File: src/rtl/dff_reg_arbiter_if.sv
// Requester-side bus of the shared-register arbiter.
// The requesters drive req/wdata; the arbiter returns the grant, owner and register contents.
interface dff_reg_arbiter_if #(
  parameter int N_REQ = 4,
  parameter int WIDTH = 8
);
  localparam int IW = $clog2(N_REQ);

  logic [N_REQ-1:0]       req;
  logic [N_REQ*WIDTH-1:0] wdata;
  logic [N_REQ-1:0]       gnt;
  logic [IW-1:0]          owner;
  logic                   busy;
  logic [WIDTH-1:0]       q;
  logic                   q_valid;

  modport master (
    output req, wdata,
    input  gnt, owner, busy, q, q_valid
  );

  modport slave (
    input  req, wdata,
    output gnt, owner, busy, q, q_valid
  );
endinterface

File: src/rtl/dff_reg_arbiter.sv
// Round-robin arbiter sharing one WIDTH-bit holding register among N_REQ requesters.
// A tenure ends when the owner drops req or after MAX_HOLD granted cycles; the next
// grantee is chosen at that same edge, so back-to-back tenures have no idle gap.
module dff_reg_arbiter #(
  parameter int N_REQ    = 4,
  parameter int WIDTH    = 8,
  parameter int MAX_HOLD = 4
) (
  input  logic               clk,
  input  logic               rst,
  dff_reg_arbiter_if.slave   bus
);
  localparam int IW = $clog2(N_REQ);
  localparam int HW = $clog2(MAX_HOLD + 1);
  localparam logic [HW-1:0] HOLD_LIM  = HW'(MAX_HOLD);
  localparam logic [IW-1:0] LAST_INIT = IW'(N_REQ - 1);

  typedef enum logic {IDLE, GRANT} state_t;

  state_t           state_q, state_d;
  logic [N_REQ-1:0] gnt_q, gnt_d;
  logic [IW-1:0]    owner_q, owner_d;
  logic [IW-1:0]    last_q, last_d;
  logic [HW-1:0]    hold_q, hold_d;
  logic [WIDTH-1:0] q_q, q_d;
  logic             q_valid_q, q_valid_d;
  logic             req_own;
  logic             arb_go;
  logic [IW-1:0]    pick;

  // First requesting index after base, wrapping; base itself is checked last so a
  // lone requester at its hold limit is re-granted.
  function automatic logic [IW-1:0] rr_pick(input logic [N_REQ-1:0] r,
                                            input logic [IW-1:0]    base);
    logic [IW-1:0] sel;
    logic [IW-1:0] cand;
    sel = base;
    for (int k = N_REQ; k >= 1; k--) begin
      cand = IW'((int'(base) + k) % N_REQ);
      if (r[cand]) sel = cand;
    end
    return sel;
  endfunction

  // Next-state: arbitration, register load, hold counting and tenure release.
  always_comb begin
    state_d   = state_q;
    gnt_d     = gnt_q;
    owner_d   = owner_q;
    last_d    = last_q;
    hold_d    = hold_q;
    q_d       = q_q;
    q_valid_d = 1'b0;
    arb_go    = 1'b0;
    req_own   = bus.req[owner_q];
    pick      = rr_pick(bus.req, last_q);

    unique case (state_q)
      IDLE: begin
        if (|bus.req) arb_go = 1'b1;
      end
      GRANT: begin
        if (req_own) begin
          q_d       = bus.wdata[owner_q*WIDTH +: WIDTH];
          q_valid_d = 1'b1;
        end
        if (!req_own || hold_q == HOLD_LIM) begin
          if (|bus.req) begin
            arb_go = 1'b1;
          end else begin
            state_d = IDLE;
            gnt_d   = '0;
          end
        end else begin
          hold_d = hold_q + 1'b1;
        end
      end
      default: ;
    endcase

    if (arb_go) begin
      state_d = GRANT;
      gnt_d   = N_REQ'(1) << pick;
      owner_d = pick;
      last_d  = pick;
      hold_d  = HW'(1);
    end
  end

  // State and output registers; reset leaves requester 0 with top priority.
  always_ff @(posedge clk or posedge rst) begin
    if (rst) begin
      state_q   <= IDLE;
      gnt_q     <= '0;
      owner_q   <= '0;
      last_q    <= LAST_INIT;
      hold_q    <= '0;
      q_q       <= '0;
      q_valid_q <= 1'b0;
    end else begin
      state_q   <= state_d;
      gnt_q     <= gnt_d;
      owner_q   <= owner_d;
      last_q    <= last_d;
      hold_q    <= hold_d;
      q_q       <= q_d;
      q_valid_q <= q_valid_d;
    end
  end

  assign bus.gnt     = gnt_q;
  assign bus.owner   = owner_q;
  assign bus.busy    = |gnt_q;
  assign bus.q       = q_q;
  assign bus.q_valid = q_valid_q;
endmodule

File: src/flat_wrapper.sv
// flat-port wrapper written by rule: the top's interface ports become plain ports
module dff_reg_arbiter_flat 
#(
  parameter int N_REQ    = 4,
  parameter int WIDTH    = 8,
  parameter int MAX_HOLD = 4
)
  (clk, rst, bus_req, bus_wdata, bus_gnt, bus_owner, bus_busy, bus_q, bus_q_valid);
  dff_reg_arbiter_if #(.N_REQ(N_REQ), .WIDTH(WIDTH)) bus_i ();
  input  logic clk;
  input  logic rst;
  input wire logic [$bits(bus_i.req)-1:0] bus_req;
  input wire logic [$bits(bus_i.wdata)-1:0] bus_wdata;
  output wire logic [$bits(bus_i.gnt)-1:0] bus_gnt;
  output wire logic [$bits(bus_i.owner)-1:0] bus_owner;
  output wire logic [$bits(bus_i.busy)-1:0] bus_busy;
  output wire logic [$bits(bus_i.q)-1:0] bus_q;
  output wire logic [$bits(bus_i.q_valid)-1:0] bus_q_valid;
  assign bus_i.req = bus_req;
  assign bus_i.wdata = bus_wdata;
  assign bus_gnt = bus_i.gnt;
  assign bus_owner = bus_i.owner;
  assign bus_busy = bus_i.busy;
  assign bus_q = bus_i.q;
  assign bus_q_valid = bus_i.q_valid;
  dff_reg_arbiter #(.N_REQ(N_REQ), .WIDTH(WIDTH), .MAX_HOLD(MAX_HOLD)) u_core (.clk(clk), .rst(rst), .bus(bus_i));
endmodule
File: config.mk
export PLATFORM = sky130hd
export DESIGN_NAME = dff_reg_arbiter_flat
export DESIGN_NICKNAME = d
export VERILOG_FILES = /design/src/rtl/dff_reg_arbiter_if.sv /design/src/rtl/dff_reg_arbiter.sv /design/src/flat_wrapper.sv
export SDC_FILE = /design/constraint.sdc
export NUM_CORES = 1
export LEC_CHECK = 0
export CORE_ASPECT_RATIO = 2
export CORE_MARGIN = 1.5
export CORE_UTILIZATION = 38
export CTS_BUF_LIST = sky130_fd_sc_hd__clkbuf_8
export DETAILED_ROUTE_END_ITERATION = 10
export GPL_ROUTABILITY_DRIVEN = 0
export PLACE_DENSITY = 0.77
export SKIP_LAST_GASP = 1
export SYNTH_ARGS = -nofsm -noshare
export SYNTH_HDL_FRONTEND = slang
export SYNTH_SLANG_ARGS = --single-unit
File: constraint.sdc
create_clock -name clk -period 1.92 [get_ports clk]
set_input_delay 0.384 -clock clk [delete_from_list [all_inputs] [get_ports clk]]
set_output_delay 0.384 -clock clk [all_outputs]
set_load 0.005 [all_outputs]
==> metrics.txt <==
# DRC 0; Die Y 81.8 µm; proportion of layout cells with a drive suffix above 1 21.3%; clock latency reported for the late side of the worst-skew pair 0.26 ns; total congestion overflow after global routing 0; category of the worst setup path launch point register; deepest level of the CTS H-tree 1; via count normalized by instance count 5.50; result of the run complete, no violations; CTS hold repair buffers 0; worst relative slew slack 74.8%; maximum net fanout on the critical path 10; first-pass GRT wire length 4.77 mm; clock buffers created by TritonCTS 3; maximum number of pins on one net before global-route repair 17; count of inserted antenna diode cells 0; summed negative setup slack over all endpoints 0 ns; min-delay worst type primary input to asynchronous set/reset pin; Avg Synthesized Cell Area 14.1 µm²; Final Instance Area 0.00186 mm²; detailed-route wire length on metal 1 991 µm; power density normalized to cell area 1360 mW/mm²; Critical R2R Capture u_core.bus.owner[0]$_DFFE_PP0P_; synthesized net count 124; number of cell instances on the worst register-to-register path 4; area of the core 0.00294 mm²; area grow syn2layout 57.4%; global router's overall resource usage 18.7%; detailed-routed wire length on met3 140 µm; synthesis-stage register bit count 21; arrival time reported for the critical path endpoint 1.45 ns; highest layer used for signal routing met4; top cell type's share of synthesized area 40.3%; launching instance or port of the critical path u_core.bus.owner[0]$_DFFE_PP0P_; Min Clock Period, post-route 1.84 ns; most used standard cells in the synthesized netlist dfrtp_1 (19), mux2_1 (11), mux4_2 (9); Num Clock Sinks 21; number of hold violations in the final report 0; chip width 42.4 µm; DRC violation total after the first TritonRoute iteration 5; final number of setup-violating endpoints 0; effective utilization at floorplan 40.1%; count of max-cap constraint violations 0; count of synthesis-stage warnings from yosys 0; Peak supply drop 909 µV; static power due to leakage 0.000779 µW; post-route insts no fill 180; portion of the post-synthesis area used by sequential elements 44.7%; Met2 Wirelength 1.80 mm; maximum number of buffers from clock root to sink 2; launch point of the worst reg-to-reg path u_core.bus.owner[0]$_DFFE_PP0P_; wirelength, routed 3.06 mm; Worst-path clk slew 0.07 ns; iteration count of the initial detailed-routing pass 4; biggest area contributors in the synthesized netlist dfrtp_1 (40%), mux4_2 (17%), mux2_1 (10%), dfstp_2 (4.4%), a32o_1 (3.4%); number of global-route vias before repair 1034; Max Freq 0.545 GHz; worst clock skew on the final layout 0.00237 ns; IO Pins 54; slew at the pin closest to its max-slew limit 0.377 ns; via count 990; CTS tree yes; post-detailed-placement half-perimeter wirelength 2.56 mm; share of the cycle needed by the critical path after routing 95.6%; timing endpoint of the critical path bus_owner[0]; total die area 0.00347 mm²; required time of the worst setup path 1.54 ns; NumNets Final 191; unrepaired setup endpoints after global routing false; share of flip-flops with an asynchronous set or reset after synthesis 100%; average wire per cell in the routed design 17.0 µm; Clk Tree Root Cell clkbuf_8; count of different cell masters after synthesis 30; cell area after placement 0.00182 mm²; cell taking the most area after synthesis dfrtp_1; Main synth FF type dfrtp_1; input/output buffers 53; Post-Place Cells 176; number of antenna violations at the first check in global routing 0; post-synthesis instance area 0.00118 mm²; total count of max-transition violations in the final report 0; most numerous cell in the Yosys netlist dfrtp_1; number of synthesized flops with an enable pin 0; antenna-violating nets left 0; WS Path Type register to primary output; Mapped Cells 84; type of element capturing the critical path primary output; worst reg-to-reg setup slack 0.19 ns; Std-Cell Rows 28
-- critical path, cell delays in order (launching register included) --
cell	delay, ns
dfrtp_1	0.40
buf_4	0.24
clkdlybuf4s50_1	0.54
-- how the worst min path moves through the flow --
stage               slack [ns]                             to                         start  cells past startpoint
floorplan                 0.36  u_core.bus.gnt[0]$_DFFE_PP0P_                           rst                      1
global placement          0.46   u_core.hold_q[2]$_DFFE_PP0P_  u_core.hold_q[2]$_DFFE_PP0P_                      1
detailed placement        0.48   u_core.hold_q[2]$_DFFE_PP0P_  u_core.hold_q[2]$_DFFE_PP0P_                      1
CTS                       0.33    u_core.bus.q[0]$_DFFE_PP0P_                           rst                      2
global route              0.36   u_core.hold_q[2]$_DFFE_PP0P_                           rst                      2
finish                    0.34    u_core.bus.q[0]$_DFFE_PP0P_                           rst                      2
-- stage by stage --
| step | setup WS [ns] | total power (µW) | util (%) | hold WS (ns) |
|---|---|---|---|---|
| after floorplan | 0.0881 | 1640 | - | 0.359 |
| after global placement | -0.137 | 2230 | 61.7 | 0.464 |
| after detailed placement | -0.191 | 2290 | 61.7 | 0.477 |
| after CTS | 0.0638 | 2580 | 63.2 | 0.335 |
| after global routing | 0.0249 | 2710 | 63.2 | 0.360 |
| final | 0.0846 | 2540 | 63.2 | 0.338 |
-- registers in the layout (all words and copies together), names as in the netlist --
register / count
u_core.bus.gnt: 4
u_core.bus.owner: 2
u_core.bus.q: 8
u_core.bus.q_valid: 1
u_core.hold_q: 3
u_core.last_q: 2
u_core.state_q: 1
-- per-layer routing --
layer	vias to the layer above	track usage [%]
met5	-	0
met4	0	12.2
met3	11	2.20
met2	36	34.9
met1	492	18.8
li1	451	-
-- area by class of cell --
type | count | area (µm²)
clock buffer | 3 | 41.3
clock inverter | 1 | 3.75
fill | 261 | 1080
inverter | 8 | 30.0
multi-input combinational | 53 | 607
sequential | 21 | 528
tap | 30 | 37.5
timing repair buffer | 64 | 612
-- cell usage in the layout (no fill, tap or decap), types with 2 or more instances in the layout --
cell	instances
dfrtp_1	19
clkbuf_8	3
mux2_1	11
nand2b_1	3
mux4_2	9
dfstp_2	2
o21ai_1	2
o21ai_0	2
a32o_1	4
ha_1	2
inv_1	7
inv_2	2
clkdlybuf4s50_1	52
a21oi_1	3
buf_4	11
nor2_1	2
-- power by group --
| part | total [µW] | switching (µW) | internal (µW) | leakage (µW) |
|---|---|---|---|---|
| logic | 1430 | 546 | 885 | 0.000504 |
| registers | 822 | 154 | 668 | 0.000248 |
| clock network | 283 | 141 | 143 | 0.0000269 |
| total | 2540 | 841 | 1700 | 0.000779 |
-- cell families after synthesis --
family,synth area share (%)
buffers and inverters,3.92
AO/OA/AOI/OAI,12.3
multiplexers,28.5
flip-flops,44.7
AND/OR/NAND/NOR,8.48
adder cells (fa/ha/maj),2.12
-- timing repair --
action | 4_1_cts | 5_1_grt
buffers inserted | 0 | 0
gates resized for setup | 1 | 0
setup endpoints to repair | 1 | 0
(Power assumes the default switching activity.)
